[src/rtl/dma_copy_engine.sv]
// DMA copy engine: splits one copy request into bursts of at most
// MAX_BURST_BYTES, issues a read and a write command per burst, streams the
// read beats straight onto the write data channel, and signals completion
// once every issued write burst has been acknowledged.
module dma_copy_engine #(
    parameter int width           = 512,
    parameter int MAX_BURST_BYTES = 4096,
    parameter int ACK_CNT_W       = 16
) (
    input  logic                   clock,
    input  logic                   reset,
    input  logic                   req_valid,
    output logic                   req_ready,
    input  logic [63:0]            req_src_addr,
    input  logic [63:0]            req_dst_addr,
    input  logic [31:0]            req_length,
    output logic                   read_cmd_valid,
    input  logic                   read_cmd_ready,
    output logic [63:0]            read_cmd_address,
    output logic [31:0]            read_cmd_length,
    output logic                   write_cmd_valid,
    input  logic                   write_cmd_ready,
    output logic [63:0]            write_cmd_address,
    output logic [31:0]            write_cmd_length,
    input  logic                   read_data_valid,
    output logic                   read_data_ready,
    input  logic [width-1:0]       read_data_data,
    input  logic [width/8-1:0]     read_data_keep,
    input  logic                   read_data_last,
    output logic                   write_data_valid,
    input  logic                   write_data_ready,
    output logic [width-1:0]       write_data_data,
    output logic [width/8-1:0]     write_data_keep,
    output logic                   write_data_last,
    input  logic                   back_valid,
    output logic                   back_ready,
    output logic                   done_valid,
    input  logic                   done_ready,
    output logic                   busy,
    output logic                   err_last
);

    localparam int BEAT_BYTES = width / 8;
    localparam int BEAT_SHIFT = $clog2(BEAT_BYTES);
    localparam logic [31:0] MAX_BURST = 32'(MAX_BURST_BYTES);
    localparam logic [31:0] LEN_MASK  = ~(32'(BEAT_BYTES) - 32'd1);
    localparam logic [ACK_CNT_W-1:0] CNT_ONE  = ACK_CNT_W'(1);
    localparam logic [ACK_CNT_W-1:0] CNT_ZERO = ACK_CNT_W'(0);

    localparam logic [2:0] S_IDLE     = 3'd0;
    localparam logic [2:0] S_CMD      = 3'd1;
    localparam logic [2:0] S_DATA     = 3'd2;
    localparam logic [2:0] S_NEXT     = 3'd3;
    localparam logic [2:0] S_WAIT_ACK = 3'd4;
    localparam logic [2:0] S_DONE     = 3'd5;

    logic [2:0]           state;
    logic [63:0]          src;
    logic [63:0]          dst;
    logic [31:0]          remaining;
    logic [31:0]          beat_cnt;
    logic [ACK_CNT_W-1:0] issued;
    logic [ACK_CNT_W-1:0] ack_cnt;
    logic                 rd_sent;
    logic                 wr_sent;
    logic                 err_flag;

    logic [31:0] chunk;
    logic [31:0] chunk_beats;
    logic        in_cmd;
    logic        in_data;
    logic        last_beat;
    logic        rd_hs;
    logic        wr_hs;
    logic        cmds_done;
    logic        beat_xfer;
    logic        ack_xfer;
    logic        req_xfer;
    logic        unused_keep;

    // Byte enables on the read side carry no information for a full-beat copy.
    assign unused_keep = ^read_data_keep;

    // Size of the current burst: whatever is left, capped at one max burst.
    always_comb begin
        if (remaining > MAX_BURST) begin
            chunk = MAX_BURST;
        end else begin
            chunk = remaining;
        end
        chunk_beats = chunk >> BEAT_SHIFT;
    end

    assign in_cmd    = (state == S_CMD);
    assign in_data   = (state == S_DATA);
    assign last_beat = (beat_cnt == (chunk_beats - 32'd1));

    assign read_cmd_valid    = in_cmd & ~rd_sent;
    assign write_cmd_valid   = in_cmd & ~wr_sent;
    assign read_cmd_address  = src;
    assign write_cmd_address = dst;
    assign read_cmd_length   = chunk;
    assign write_cmd_length  = chunk;

    assign rd_hs     = read_cmd_valid & read_cmd_ready;
    assign wr_hs     = write_cmd_valid & write_cmd_ready;
    assign cmds_done = in_cmd & (rd_sent | rd_hs) & (wr_sent | wr_hs);
    assign beat_xfer = in_data & read_data_valid & write_data_ready;

    assign back_ready = ~reset;
    assign ack_xfer   = back_valid & back_ready;
    assign req_ready  = (state == S_IDLE) & ~reset;
    assign req_xfer   = req_valid & req_ready;
    assign done_valid = (state == S_DONE);
    assign busy       = (state != S_IDLE);
    assign err_last   = err_flag;

    // Zero-latency pass-through of read beats onto the write stream during DATA.
    always_comb begin
        write_data_valid = 1'b0;
        read_data_ready  = 1'b0;
        write_data_data  = {width{1'b0}};
        write_data_keep  = {(width/8){1'b0}};
        write_data_last  = 1'b0;
        if (in_data) begin
            write_data_valid = read_data_valid;
            read_data_ready  = write_data_ready;
            write_data_data  = read_data_data;
            write_data_keep  = {(width/8){1'b1}};
            write_data_last  = last_beat;
        end else begin
            write_data_valid = 1'b0;
            read_data_ready  = 1'b0;
        end
    end

    // Completion counter: a new request restarts it, every accepted ack bumps it.
    always_ff @(posedge clock) begin
        if (reset) begin
            ack_cnt <= CNT_ZERO;
        end else if (req_xfer) begin
            ack_cnt <= CNT_ZERO;
        end else if (ack_xfer) begin
            ack_cnt <= ack_cnt + CNT_ONE;
        end
    end

    // Sticky flag for a read burst whose last marker disagrees with the beat count.
    always_ff @(posedge clock) begin
        if (reset) begin
            err_flag <= 1'b0;
        end else if (beat_xfer && (read_data_last != last_beat)) begin
            err_flag <= 1'b1;
        end
    end

    // Main sequencer: request capture, command issue, beat counting, burst advance.
    always_ff @(posedge clock) begin
        if (reset) begin
            state     <= S_IDLE;
            src       <= 64'd0;
            dst       <= 64'd0;
            remaining <= 32'd0;
            beat_cnt  <= 32'd0;
            issued    <= CNT_ZERO;
            rd_sent   <= 1'b0;
            wr_sent   <= 1'b0;
        end else begin
            case (state)
                S_IDLE: begin
                    if (req_valid) begin
                        src       <= req_src_addr;
                        dst       <= req_dst_addr;
                        remaining <= req_length & LEN_MASK;
                        beat_cnt  <= 32'd0;
                        issued    <= CNT_ZERO;
                        rd_sent   <= 1'b0;
                        wr_sent   <= 1'b0;
                        if ((req_length & LEN_MASK) == 32'd0) begin
                            state <= S_DONE;
                        end else begin
                            state <= S_CMD;
                        end
                    end
                end
                S_CMD: begin
                    if (cmds_done) begin
                        issued  <= issued + CNT_ONE;
                        rd_sent <= 1'b0;
                        wr_sent <= 1'b0;
                        state   <= S_DATA;
                    end else begin
                        if (rd_hs) begin
                            rd_sent <= 1'b1;
                        end
                        if (wr_hs) begin
                            wr_sent <= 1'b1;
                        end
                    end
                end
                S_DATA: begin
                    if (beat_xfer) begin
                        beat_cnt <= beat_cnt + 32'd1;
                        if (last_beat) begin
                            state <= S_NEXT;
                        end
                    end
                end
                S_NEXT: begin
                    src       <= src + {32'd0, chunk};
                    dst       <= dst + {32'd0, chunk};
                    remaining <= remaining - chunk;
                    beat_cnt  <= 32'd0;
                    if (remaining != chunk) begin
                        state <= S_CMD;
                    end else begin
                        state <= S_WAIT_ACK;
                    end
                end
                S_WAIT_ACK: begin
                    if (ack_cnt == issued) begin
                        state <= S_DONE;
                    end
                end
                S_DONE: begin
                    if (done_ready) begin
                        state <= S_IDLE;
                    end
                end
                default: begin
                    state <= S_IDLE;
                end
            endcase
        end
    end

endmodule

[config.mk]
export PLATFORM = sky130hd
export DESIGN_NAME = dma_copy_engine
export DESIGN_NICKNAME = d
export VERILOG_FILES = /design/src/rtl/dma_copy_engine.sv
export SDC_FILE = /design/constraint.sdc
export NUM_CORES = 1
export LEC_CHECK = 0
export BUFFER_PORTS_ARGS = -buffer_cell sky130_fd_sc_hd__buf_2
export CAP_MARGIN = 10
export CORE_AREA = 2 2 598 600
export CTS_CLUSTER_DIAMETER = 200
export DETAILED_ROUTE_END_ITERATION = 12
export DIE_AREA = 0 0 600 602
export PLACE_DENSITY = 0.3
export REMOVE_ABC_BUFFERS = 1
export SLEW_MARGIN = 5
export SYNTH_ARGS = -nofsm -noshare
export SYNTH_HDL_FRONTEND = slang
export SYNTH_SLANG_ARGS = --single-unit
export TNS_END_PERCENT = 30
[constraint.sdc]
create_clock -name clock -period 10 [get_ports clock]
set_input_delay 2 -clock clock [delete_from_list [all_inputs] [get_ports clock]]
set_output_delay 2 -clock clock [all_outputs]
set_load 0.05 [all_outputs]
; ---- Yosys cells after proc, flatten, opt, wreduce, memory -nomap -nowiden
; Cells that the tools add are included.
[classes]
n_addsub = 7
n_lt_le_gt_ge = 1
n_eq_ne = 17
mux = 34
bitwise = 16
reduce_logical = 14
[op_table]
columns = op, count
row1 = 2-to-1 mux 512 bit, 1
row2 = case mux 64 bit (2 select lines), 2
row3 = 2-to-1 mux 64 bit, 3
row4 = adder 64 x 32 -> 64 bit, 2
row5 = 2-to-1 mux 32 bit, 4
row6 = case mux 32 bit (3 select lines), 1
row7 = case mux 32 bit (2 select lines), 1
row8 = adder 16 x 1 -> 16 bit (second input constant), 2
row9 = adder 32 x 1 -> 32 bit (second input constant), 1
row10 = equality test 32 bit, 1
row11 = > comparator 32 x 13 -> 1 bit (second input constant), 1
row12 = zero test 32 bit, 1
row13 = 2-to-1 mux 16 bit, 2
row14 = inequality test 32 bit, 1
row15 = case mux 16 bit (2 select lines), 1
row16 = subtractor 32 bit, 1
row17 = subtractor 26 x 1 -> 27 bit (second input constant), 1
row18 = 2-to-1 mux 3 bit, 8
row19 = case mux 3 bit (6 select lines), 1
row20 = equality test 16 bit, 1
row21 = AND reduction 3 bit, 4
row22 = bitwise AND 1 bit, 11
row23 = 2-to-1 mux 1 bit, 8
row24 = inequality test 2 x 1 -> 1 bit (second input constant), 4
row25 = 16 further kinds, 26
[word_totals]
ff_bits = 230
elab_cells = 99

; ---- Longest topological paths before layout
[logic_depth]
word_depth = 8
depth_mapped = 21
depth_no_buf = 15

; ---- Worst setup path before layout
; OpenSTA, ideal clock, no wires.
[synth_path]
kind = register to output
start = register remaining[18]
end = output port write_data_last
arrival_time_ns = 5.442
setup_slack_ns = 2.558
stages_incl_launch_ff = 18
path_buffers = 5
path_cell_list = dfxtp_1 buf_2 or4_4 nor4_4 buf_4 and3_2 clkbuf_1 clkbuf_1 clkbuf_1 nand2_1 ha_1 xnor2_1 xnor2_1 o32ai_1 a32oi_1 a2111oi_0 nand4_1 nor4b_1
[synth_via]
elab_chain_cells = 5
[synth_lines]
columns = item, line
row1 = start: declaration, 60  ; logic [31:0] remaining;
row2 = start signal: assignment, 174  ; remaining <= req_length & LEN_MASK;
row3 = start signal: assignment, 212  ; remaining <= remaining - chunk;
row4 = > comparator 32 x 13 -> 1 bit, 86  ; if (remaining > MAX_BURST) begin
row5 = 2-to-1 mux 32 bit *, 86
row6 = subtractor 26 x 1 -> 27 bit *, 96  ; assign last_beat = (beat_cnt == (chunk_beats - 32'd1));
row7 = equality test 32 bit *, 96
row8 = 2-to-1 mux 1 bit *, 125  ; if (in_data) begin
row9 = end: declaration, 34  ; output logic write_data_last,
; Every way passes the cells marked *; elsewhere a longest branch is shown, timed or not.

; ---- Worst setup path after layout
; Same ends and word-level chain as after synthesis.

==> results_dict.tcl <==
set metrics [dict create \
    top_usage_layer "met2" \
    timing.max_cap.violations 0 \
    synth_top_area_share_pct 23.5 \
    slowest_stage "and3_2" \
    ys_async_sr_fraction_pct 0 \
    min_period_ns 7.85 \
    critical_path_arrival_ns 5.85 \
    cts-hold-fix-buffers 0 \
    grt_pass1_vias 25500 \
    wl_per_cell_um 36.7 \
    core_area_mm2 0.355 \
    cts_root_buf "clkbuf_16" \
    finalCoreUtilization_pct 9.44 \
    dp_cells 8697 \
    path_depth 14 \
    io_buffers 1415 \
    ios 1524 \
    yosys-top-cells-count "536 x and2_1, 275 x nand2_1, 250 x nor2_1, 230 x dfxtp_1, 159 x clkbuf_1" \
    final-max-slew-violation-count 0 \
    drt_iter0_markers 1660 \
    h-tree-depth 2 \
    setup.worst_path.start "remaining[18]" \
    synth.distinct_cells 86 \
    rsz0062_at_grt "false" \
    post_cts_buffers 0 \
    timing.final.crit_share_pct 78.5 \
    power.total_mw 4.93 \
    cts.reportedPaths.clkPinSlew_ns 0.06 \
    synth_area_leaders "dfxtp_1 23%, and2_1 17%, nand2_1 5.3%" \
    syn_inst 2719 \
    nets 4801 \
    hpwl_um 302000 \
    p_leak_nw 14.8 \
    start_kind "flip-flop" \
    start_util_pct 5.53 \
    die_w_um 600 \
    synth_most_common_cell "and2_1" \
    routed_wl_um 330000 \
    antenna_found_initial 422 \
    syn-cell-area_mm2 0.0196 \
    num_rows 219 \
    path_delay_family "simple AND/OR/NAND/NOR gates" \
    gr-total-overflow 0 \
    grt_first_pass_wirelength_um 386000 \
    cpPeakStageDelay_ns 0.64 \
    drive_above_1_share_pct 38.5 \
    r2r-start "remaining[18]" \
    synthFlopType "dfxtp_1" \
    peakVddDrop_uv 101 \
    tightestPinTransition_ns 1.06 \
    syn_avg_cell_area_um2 7.22 \
    die-area_mm2 0.361 \
    grt_max_degree 228 \
    synth_seq_cells 230 \
    vias 27800 \
    grt.total_usage_pct 17.6 \
    cpMostUsedCell "xnor2_1" \
    cts_buffers 36 \
    cts_buffer_depth 3 \
    synth_edf_count 0 \
    maxSlewHeadroom_pct 28.8 \
    routabilityCongestion 0.910 \
    path_class "flip-flop to output pin" \
    cts_sinks 230 \
    rrSetupSlack_ns 3.27 \
    use_met1_pct 23.9 \
    place_area_mm2 0.0317 \
    min_path_type "flip-flop to flip-flop" \
    final_cells 8989 \
    powerDensity_mw_per_mm2 147 \
    hold_viol_final 0 \
    ctsResizeCount 0 \
    drt-vias-per-instance 3.10 \
    path_cells "or4_4, nor4_4, and3_2, nand2_1, ha_1, xnor2_1, xnor2_1, o32ai_1, a32oi_1, a2111oi_0, nand4_1, nor4b_1, buf_4, buf_2" \
    cts_tree "yes" \
    max_clock_freq_mhz 127 \
    reg2reg_depth 15 \
    crit_end "write_data_last" \
    yosysTopAreaCell "dfxtp_1" \
    ant_nets 0 \
    critPathMaxFanout 26 \
    synth.yosys.seq_area_share_pct 23.5 \
    tns_ns 0 \
    fin_worst_skew_ns 0.0245 \
    end_kind "output pin" \
    synth_warnings 0 \
    dr.pass1.iters 6 \
    insertion_delay_ns 0.60 \
    drc 0 \
    syn_to_final_growth_pct 70.7 \
    path_buf_inv 2 \
    r2r-end "read_cmd_address[60]" \
    fillerInstances 41800 \
    setup_viol_count_final 0 \
    outcome "complete, no violations" \
    gr-usage-met2_pct 27.5 \
    grt.met3_usage_pct 5.15 \
    cp.required_ns 8.00 \
    final_cell_area_mm2 0.0335 \
    die_h_um 602 \
]
-- metrics by stage --
stage          hold slack, ns  setup WS (ns)
6_report                0.475           2.15
5_1_grt                 0.518           1.90
4_1_cts                 0.479           2.04
3_3_place_gp            0.463           2.56
3_5_place_dp            0.474           2.70
2_1_floorplan           0.437         -21.63
-- sequential cells by signal (all words and copies together) (netlist names) --
register           cells
remaining             32
wr_sent                1
ack_cnt               16
issued                16
err_last               1
state                  3
read_cmd_address      64
rd_sent                1
beat_cnt              32
write_cmd_address     64
-- per-layer routing --
metal | wire [um] | vias to the layer above
met5 | 295 | -
met4 | 7450 | 50
met3 | 27100 | 652
met2 | 144000 | 1825
met1 | 152000 | 13200
li1 | - | 12200
-- cells by family (layout without fill, tap and decap cells) --
family,Yosys count,in the layout,share of synthesized area (%)
flops,230,230,23.5
compound gates,517,517,18.1
simple gates,1428,1428,38.6
fa+ha+maj,71,71,4.60
other cells,2,305,0.0383
mux,24,24,1.26
buf+inv,323,1539,8.42
xor+xnor,124,124,5.54
-- worst reg2reg max path, delay by kind of cell, from the launching register on --
| kind | cells | cell delay [ns] |
|---|---|---|
| DFF | 1 | 0.38 |
| and+or+nand+nor | 6 | 3.19 |
| adders and majority gates | 2 | 0.65 |
| buffers and inverters | 1 | 0.06 |
| AOI/OAI and AO/OA | 6 | 2.38 |
-- report_power, final --
group / leakage [nW] / internal, mW / total, mW / switching [mW]
combinational: 12.3 / 0.563 / 2.42 / 1.86
sequential: 1.88 / 1.01 / 1.14 / 0.131
clock: 0.605 / 0.821 / 1.37 / 0.550
-- worst min-delay path by stage --
stage,startpoint,endpoint,depth (start not counted),slack [ns]
floorplan,remaining[21],remaining[21],2,0.44
global placement,remaining[21],remaining[21],2,0.46
finish,remaining[21],remaining[21],2,0.47
detailed placement,remaining[21],remaining[21],2,0.47
global route,remaining[21],remaining[21],2,0.52
CTS,remaining[21],remaining[21],2,0.48
-- layout by cell type (no fill, tap or decap), types with 8 or more instances in the layout --
| cell type | synthesis | final |
|---|---|---|
| a221oi_1 | 10 | 9 |
| and3_1 | 36 | 35 |
| nand3_1 | 86 | 86 |
| a21o_1 | 30 | 30 |
| or3_1 | 16 | 16 |
| buf_4 | 116 | 29 |
| a311oi_1 | 47 | 47 |
| clkbuf_8 | 0 | 10 |
| nor2b_1 | 8 | 8 |
| inv_1 | 30 | 29 |
| diode_2 | 0 | 228 |
| nand2_1 | 275 | 274 |
| ha_1 | 69 | 69 |
| nor4_1 | 38 | 38 |
| and2_1 | 536 | 535 |
| nor2_1 | 250 | 249 |
| nor3_1 | 62 | 62 |
| clkbuf_16 | 0 | 36 |
| a21oi_1 | 129 | 129 |
| xor2_1 | 76 | 76 |
| o21a_1 | 11 | 11 |
| a31oi_1 | 39 | 39 |
| o21ai_0 | 73 | 73 |
| or4_1 | 25 | 25 |
| o22ai_1 | 9 | 9 |
| or2_2 | 12 | 12 |
| nand4_1 | 42 | 42 |
| and4_1 | 8 | 8 |
| a2111oi_0 | 8 | 8 |
| o211ai_1 | 25 | 25 |
| buf_2 | 2 | 1414 |
| o311ai_0 | 16 | 16 |
| a22oi_1 | 18 | 18 |
| conb_1 | 2 | 77 |
| a211oi_1 | 33 | 33 |
| xnor2_1 | 48 | 48 |
| mux2i_1 | 18 | 18 |
| dfxtp_1 | 230 | 230 |
-- final cells by class --
cell class,instances,area (um2),area share (%)
multi-input cells,2241,13700,40.9
repair buffers,1445,7340,21.9
well taps,4751,5940,17.8
flip-flops and latches,230,4600,13.8
clock buffers,53,1060,3.18
diodes,228,571,1.70
clock inverters,11,166,0.497
inverters,30,113,0.336
No activity file was read; power rests on OpenSTA's default activity.
